File: src/rtl/pipeline_enable_ctrl_if.sv
// Control/strobe bundle between the debug unit and the pipeline enable controller.
// Handshake: the command inputs are single-cycle level pulses sampled on the rising
// clk edge; there is no valid/ready back-pressure. The controller simply takes a
// command when its current state accepts it and ignores it otherwise.
interface pipeline_enable_ctrl_if #(
  parameter int CNT_W = 32
);
  logic             i_start_run;
  logic             i_start_step;
  logic             i_step;
  logic             i_clear;
  logic             i_hazard_stall;
  logic             i_halt_detect;
  logic             o_pc_enable;
  logic             o_ifid_enable;
  logic             o_pipe_enable;
  logic             o_halted;
  logic             o_busy;
  logic [CNT_W-1:0] o_cycle_count;
  logic [2:0]       o_state_dbg;
  logic             o_step_mode_dbg;

  // Command source (debug unit / hazard logic side)
  modport master (
    output i_start_run, i_start_step, i_step, i_clear, i_hazard_stall, i_halt_detect,
    input  o_pc_enable, o_ifid_enable, o_pipe_enable, o_halted, o_busy, o_cycle_count,
    input  o_state_dbg, o_step_mode_dbg
  );

  // Enable controller side
  modport slave (
    input  i_start_run, i_start_step, i_step, i_clear, i_hazard_stall, i_halt_detect,
    output o_pc_enable, o_ifid_enable, o_pipe_enable, o_halted, o_busy, o_cycle_count,
    output o_state_dbg, o_step_mode_dbg
  );
endinterface

File: src/rtl/pipeline_enable_ctrl.sv
// Generates the pipeline register enables: continuous run, single-step,
// load-use fetch freeze, HALT drain, and an enabled-cycle counter.
module pipeline_enable_ctrl #(
  parameter int DRAIN_CYCLES = 4,
  parameter int CNT_W        = 32
) (
  input logic                  clk,
  input logic                  rst,
  pipeline_enable_ctrl_if.slave bus
);

  localparam int DW = (DRAIN_CYCLES < 2) ? 1 : $clog2(DRAIN_CYCLES + 1);

  typedef enum logic [2:0] {
    S_IDLE      = 3'd0,
    S_RUN       = 3'd1,
    S_STEP_WAIT = 3'd2,
    S_STEP_EXEC = 3'd3,
    S_DRAIN     = 3'd4,
    S_HALTED    = 3'd5
  } state_t;

  state_t           state_q, state_d;
  logic             halt_seen_q, halt_seen_d;
  logic             step_mode_q, step_mode_d;
  logic [DW-1:0]    drain_q, drain_d;
  logic [CNT_W-1:0] cnt_q, cnt_d;
  logic             enabled;

  // The pipeline advances only in these three states.
  assign enabled = (state_q == S_RUN) || (state_q == S_STEP_EXEC) || (state_q == S_DRAIN);

  // State and counters; reset is asynchronous so enables drop immediately.
  always_ff @(posedge clk or posedge rst) begin
    if (rst) begin
      state_q     <= S_IDLE;
      halt_seen_q <= 1'b0;
      step_mode_q <= 1'b0;
      drain_q     <= '0;
      cnt_q       <= '0;
    end else begin
      state_q     <= state_d;
      halt_seen_q <= halt_seen_d;
      step_mode_q <= step_mode_d;
      drain_q     <= drain_d;
      cnt_q       <= cnt_d;
    end
  end

  // Next-state logic; clear is applied last so it overrides everything.
  always_comb begin
    state_d     = state_q;
    halt_seen_d = halt_seen_q;
    step_mode_d = step_mode_q;
    drain_d     = drain_q;
    cnt_d       = cnt_q;

    if (enabled && (cnt_q != {CNT_W{1'b1}})) begin
      cnt_d = cnt_q + CNT_W'(1);
    end

    case (state_q)
      S_IDLE: begin
        if (bus.i_start_run) begin
          state_d = S_RUN;
        end else if (bus.i_start_step) begin
          state_d     = S_STEP_WAIT;
          step_mode_d = 1'b1;
        end
      end
      S_RUN: begin
        if (bus.i_halt_detect) begin
          halt_seen_d = 1'b1;
          drain_d     = DW'(DRAIN_CYCLES);
          state_d     = S_DRAIN;
        end
      end
      S_STEP_WAIT: begin
        if (bus.i_step) begin
          state_d = S_STEP_EXEC;
        end
      end
      S_STEP_EXEC: begin
        // Once a HALT is in flight each step retires one drain slot;
        // a later HALT opcode does not reload the count.
        if (halt_seen_q) begin
          if (drain_q <= DW'(1)) begin
            drain_d = '0;
            state_d = S_HALTED;
          end else begin
            drain_d = drain_q - DW'(1);
            state_d = S_STEP_WAIT;
          end
        end else if (bus.i_halt_detect) begin
          halt_seen_d = 1'b1;
          drain_d     = DW'(DRAIN_CYCLES);
          state_d     = S_STEP_WAIT;
        end else begin
          state_d = S_STEP_WAIT;
        end
      end
      S_DRAIN: begin
        if (drain_q <= DW'(1)) begin
          drain_d = '0;
          state_d = S_HALTED;
        end else begin
          drain_d = drain_q - DW'(1);
        end
      end
      S_HALTED: begin
        state_d = S_HALTED;
      end
      default: begin
        state_d = S_IDLE;
      end
    endcase

    if (bus.i_clear) begin
      state_d     = S_IDLE;
      halt_seen_d = 1'b0;
      step_mode_d = 1'b0;
      drain_d     = '0;
      cnt_d       = '0;
    end
  end

  // Fetch is frozen by a pending drain, a load-use stall, or a HALT in IF/ID.
  assign bus.o_pc_enable     = enabled & ~halt_seen_q & ~bus.i_hazard_stall & ~bus.i_halt_detect;
  assign bus.o_ifid_enable   = enabled & ~halt_seen_q & ~bus.i_hazard_stall & ~bus.i_halt_detect;
  assign bus.o_pipe_enable   = enabled;
  assign bus.o_halted        = (state_q == S_HALTED);
  assign bus.o_busy          = (state_q == S_RUN) || (state_q == S_STEP_WAIT) ||
                               (state_q == S_STEP_EXEC) || (state_q == S_DRAIN);
  assign bus.o_cycle_count   = cnt_q;
  assign bus.o_state_dbg     = state_q;
  assign bus.o_step_mode_dbg = step_mode_q;

endmodule

File: src/flat_wrapper.sv
// flat-port wrapper written by rule: the top's interface ports become plain ports
module pipeline_enable_ctrl_flat 
#(
  parameter int DRAIN_CYCLES = 4,
  parameter int CNT_W        = 32
)
  (clk, rst, bus_i_start_run, bus_i_start_step, bus_i_step, bus_i_clear, bus_i_hazard_stall, bus_i_halt_detect, bus_o_pc_enable, bus_o_ifid_enable, bus_o_pipe_enable, bus_o_halted, bus_o_busy, bus_o_cycle_count, bus_o_state_dbg, bus_o_step_mode_dbg);
  pipeline_enable_ctrl_if #(.CNT_W(CNT_W)) bus_i ();
  input logic clk;
  input logic rst;
  input wire logic [$bits(bus_i.i_start_run)-1:0] bus_i_start_run;
  input wire logic [$bits(bus_i.i_start_step)-1:0] bus_i_start_step;
  input wire logic [$bits(bus_i.i_step)-1:0] bus_i_step;
  input wire logic [$bits(bus_i.i_clear)-1:0] bus_i_clear;
  input wire logic [$bits(bus_i.i_hazard_stall)-1:0] bus_i_hazard_stall;
  input wire logic [$bits(bus_i.i_halt_detect)-1:0] bus_i_halt_detect;
  output wire logic [$bits(bus_i.o_pc_enable)-1:0] bus_o_pc_enable;
  output wire logic [$bits(bus_i.o_ifid_enable)-1:0] bus_o_ifid_enable;
  output wire logic [$bits(bus_i.o_pipe_enable)-1:0] bus_o_pipe_enable;
  output wire logic [$bits(bus_i.o_halted)-1:0] bus_o_halted;
  output wire logic [$bits(bus_i.o_busy)-1:0] bus_o_busy;
  output wire logic [$bits(bus_i.o_cycle_count)-1:0] bus_o_cycle_count;
  output wire logic [$bits(bus_i.o_state_dbg)-1:0] bus_o_state_dbg;
  output wire logic [$bits(bus_i.o_step_mode_dbg)-1:0] bus_o_step_mode_dbg;
  assign bus_i.i_start_run = bus_i_start_run;
  assign bus_i.i_start_step = bus_i_start_step;
  assign bus_i.i_step = bus_i_step;
  assign bus_i.i_clear = bus_i_clear;
  assign bus_i.i_hazard_stall = bus_i_hazard_stall;
  assign bus_i.i_halt_detect = bus_i_halt_detect;
  assign bus_o_pc_enable = bus_i.o_pc_enable;
  assign bus_o_ifid_enable = bus_i.o_ifid_enable;
  assign bus_o_pipe_enable = bus_i.o_pipe_enable;
  assign bus_o_halted = bus_i.o_halted;
  assign bus_o_busy = bus_i.o_busy;
  assign bus_o_cycle_count = bus_i.o_cycle_count;
  assign bus_o_state_dbg = bus_i.o_state_dbg;
  assign bus_o_step_mode_dbg = bus_i.o_step_mode_dbg;
  pipeline_enable_ctrl #(.DRAIN_CYCLES(DRAIN_CYCLES), .CNT_W(CNT_W)) u_core (.clk(clk), .rst(rst), .bus(bus_i));
endmodule
File: config.mk
export PLATFORM = sky130hd
export DESIGN_NAME = pipeline_enable_ctrl_flat
export DESIGN_NICKNAME = d
export VERILOG_FILES = /design/src/rtl/pipeline_enable_ctrl_if.sv /design/src/rtl/pipeline_enable_ctrl.sv /design/src/flat_wrapper.sv
export SDC_FILE = /design/constraint.sdc
export NUM_CORES = 1
export LEC_CHECK = 0
export ABC_AREA = 1
export CAP_MARGIN = 30
export CORE_ASPECT_RATIO = 1.25
export CORE_MARGIN = 8
export CORE_UTILIZATION = 42
export CTS_BUF_LIST = sky130_fd_sc_hd__clkbuf_2
export CTS_CLUSTER_SIZE = 40
export DETAILED_ROUTE_END_ITERATION = 10
export PLACE_DENSITY = 0.7
export SLEW_MARGIN = 20
export SYNTH_ARGS = -nofsm -noshare
export SYNTH_HDL_FRONTEND = slang
export SYNTH_SLANG_ARGS = --single-unit
File: constraint.sdc
create_clock -name clk -period 2.4 [get_ports clk]
set_clock_uncertainty 0.2 [all_clocks]
set_input_delay 0.48 -clock clk [delete_from_list [all_inputs] [get_ports clk]]
set_output_delay 0.48 -clock clk [all_outputs]
set_load 0.005 [all_outputs]
==> impl_results.md, run 1 <==
* Max clock buf depth at 2
* Buffers added on ports at 48
* Drt first pass iters at 4
* Power Total at 1.735 mW
* # nets final at 512
* Biggest area consumer among synthesized cells: dfrtp_1
* Pre-CTS WS at -0.1321 ns
* WL final at 7811 um
* Crit share post-route at 94.34%
* Antenna violations before repair at 0
* Maxcap violations at 0
* Crit Path Category: flip-flop to primary output
* Worst r2r src: u_core.bus.o_cycle_count[1]
* Hold crit path type: primary input to async pin
* Layout Utilization at 53.95%
* Synth Area per Inst at 6.338 um2
* Worst IR drop on VDD at 0.0002756 V
* Max_slew headroom at 64.25%
* Layout cells sized above 1 at 8.184%
* CP arrival at 1.58 ns
* Post-synthesis compound-gate area fraction at 3.140%
* Total GRT Usage at 17.39%
* Distinct cells, synth at 30
* Final HPWL from detailed placement at 6001 um
* Placer Congestion at 0.9164
* Mapped Nets at 451
* Via count at 2935
* Total CTS buffers at 5
* Worst EP required at 1.72 ns
* Final Hold Fails at 0
* Die height at 107.1 um
* DRT iter0 DRCs at 113
* Layout area overhead at 25.39%
* Worst setup path end: bus_o_ifid_enable
* Num Clock Sinks at 40
* Power density cells at 496.1 nW/um2
* Die X at 88.89 um
* Total die area at 9520 um2
* Crit Reg-Reg Endpoint: u_core.bus.o_cycle_count[13]
* Starting Density at 43.02%
* Hold_buf cts at 0
* Period minus WS final at 2.264 ns
* RSZ-0062 raised after global routing: false
* Outcome: completed
* Register area share after synthesis at 35.89%
* TritonCTS clock tree: built
* Flop-to-flop setup slack at 0.32 ns
* Crit path launch: u_core.bus.o_state_dbg[1]
* Routed Antenna Nets at 0
* Drt via density at 4.991
* First-pass GRT wire length at 13430 um
* Grt total ovfl at 0
* Setup crit end kind: primary output
* Post-synth top cells: 183 x nand2_1, 69 x nor2_1, 40 x dfrtp_1, 40 x inv_1, 32 x nand3_1
* Pins Over Slew Limit at 0
* Largest net degree at the start of global routing at 41
* Yosys top cell area share at 35.89%
* Pleak at 1.671 nW
* Synth Warn # at 0
* FF-to-FF path depth at 12
* Row cnt at 33
* Main combinational cell family by area after synthesis: simple AND/OR/NAND/NOR gates
* Vias in the first global route at 3071
* Mux share of post-synthesis cell area at 0%
* Number of flops mapped to enable cells by yosys at 0
* Worst-Margin Slew at 0.5362 ns
* Post-Syn Instances at 440
* Remaining DRCs at 0
* Reg clk slew, reported paths at 0.20 ns
* Number of synthesized register bits at 40
* Root Buffer: clkbuf_2
* Post-Synth Adder-Cell Area at 1.346%
* N_diodes at 0
* Fill cell count at 663
* Worst Setup Start Kind: flip-flop
* XOR/XNOR Fraction of Synth Area at 2.826%
* Per-cell routed wire length at 13.28 um
* Synth top area cells: dfrtp_1 36%, nand2_1 25%, nor2_1 9.3%, nand3_1 5.7%, inv_1 5.4%
* Num ports at 49
* H-tree lvl count at 2
* Fmax at 0.4417 GHz
* Multi-input gate area at 1587 um2
* TNS Setup at 0 ns
* CP Max Fanout at 4
* Final WS setup at 0.1359 ns
* Setup bufs post-CTS at 0
* Synthesized-area fraction occupied by and/or/nand/nor cells at 48.77%
* Most used DFF post-synth: dfrtp_1
* Final Setup Violations at 0
* Core area at 6482 um2
* Count leader, synth: nand2_1
* Asr flop ratio synth at 100.0%
* Sequential cell area at 1001 um2
* Netlist area before placement at 2789 um2
* Worst-skew pair later-pin latency at 0.39 ns
## state kept, by name, indices dropped and copies added, names as in the netlist
signal / count
u_core.bus.o_cycle_count: 32
u_core.bus.o_state_dbg: 3
u_core.bus.o_step_mode_dbg: 1
u_core.drain_q: 3
u_core.halt_seen_q: 1
## power by group
part | internal [mW] | leakage, nW | switching (mW)
clock | 0.0601 | 0.0239 | 0.218
sequential | 0.714 | 0.555 | 0.0358
combinational | 0.289 | 1.09 | 0.419
total | 1.06 | 1.67 | 0.672
## worst min path at each step
stage | cells past startpoint | endpoint | startpoint
after CTS | 3 | u_core.bus.o_cycle_count[16] | rst
after detailed placement | 2 | u_core.bus.o_step_mode_dbg | u_core.bus.o_step_mode_dbg
after global routing | 3 | u_core.bus.o_step_mode_dbg | rst
final | 3 | u_core.bus.o_step_mode_dbg | rst
after global placement | 2 | u_core.bus.o_step_mode_dbg | u_core.bus.o_step_mode_dbg
after floorplan | 2 | u_core.drain_q[1] | u_core.drain_q[1]
## per-layer routing
layer / share of wire [%] / wire [um] / GRT usage [%] / vias up
li1: - / - / - / 1496
met1: 43 / 3320 / 19.01 / 1345
met2: 49 / 3836 / 31.12 / 74
met3: 4.9 / 383 / 2.601 / 20
met4: 3.5 / 272 / 8.970 / 0
met5: 0 / 0 / 0 / -
## final cells by class
class	count	share of cell area, %
Clock inverter	2	0.2147
Multi-Input combinational cell	347	45.37
Inverter	43	4.615
Clock buffer	5	0.7156
Tap cell	87	3.113
Sequential cell	40	28.62
Timing Repair Buffer	64	17.35
## layout by cell type (no fill, tap or decap)
cell type        netlist  final
a21oi_1                3      3
a21oi_2                1      1
a31oi_1                1      1
buf_12                 0      1
buf_2                  2      1
buf_4                  2     14
buf_8                  0      1
clkbuf_2               0      6
clkdlybuf4s50_1        0     43
clkinv_1               1      3
dfrtp_1               40     40
dlygate4sd2_1          0      3
ha_1                   3      3
inv_1                 40     39
inv_2                  2      3
nand2_1              183    181
nand2_2                2      4
nand2_4                2      2
nand3_1               32     32
nand3b_1               2      2
nand4_1               19     19
nor2_1                69     68
nor2_2                 1      2
nor2_4                 1      1
nor2_8                 1      1
nor3_1                 3      3
nor3b_1                1      1
nor4_4                 0      1
o21ai_0                7      7
o21bai_1               3      3
or2_2                  3      3
xnor2_1                3      3
xor2_1                 6      6
## per-stage QoR
stage / instance area, um2 / hold WS [ns] / std cells
2_1_floorplan: 2789 / 0.2901 / 440
3_3_place_gp: 3441 / 0.3109 / 580
3_5_place_dp: 3456 / 0.3092 / 581
4_1_cts: 3493 / 0.2948 / 588
5_1_grt: 3497 / 0.3034 / 588
6_report: 3497 / 0.2742 / 588
## kinds of logic (layout without fill, tap and decap cells)
| group | after synthesis | in the layout |
|---|---|---|
| fa+ha+maj | 3 | 3 |
| simple gates | 320 | 320 |
| xor+xnor | 9 | 9 |
| flops | 40 | 40 |
| compound gates | 15 | 15 |
| buf+inv | 53 | 114 |
## critical path, cell delays in order, from the launching register on
cell     delay, ns
dfrtp_1       0.43
nor2_2        0.17
nand2_2       0.08
nand2_2       0.08
inv_2         0.06
nor4_4        0.21
buf_2         0.16
## timing repair
action,4_1_cts,5_1_grt
endpoints found under the hold margin,0,0
setup endpoints to repair,5,2
gates resized for setup,9,7
pin swaps,1,2
Power figures use the tool's default switching activity.
==> run 2, diff against run 1 <==
--- a/config.mk
+++ b/config.mk
@@ -14,7 +14,6 @@
 export CTS_CLUSTER_SIZE = 40
 export DETAILED_ROUTE_END_ITERATION = 10
 export PLACE_DENSITY = 0.7
-export SLEW_MARGIN = 20
 export SYNTH_ARGS = -nofsm -noshare
 export SYNTH_HDL_FRONTEND = slang
 export SYNTH_SLANG_ARGS = --single-unit
==> results of run 2 <==
Same layout as run 1: the final DEF is identical, and so are final timing and power.
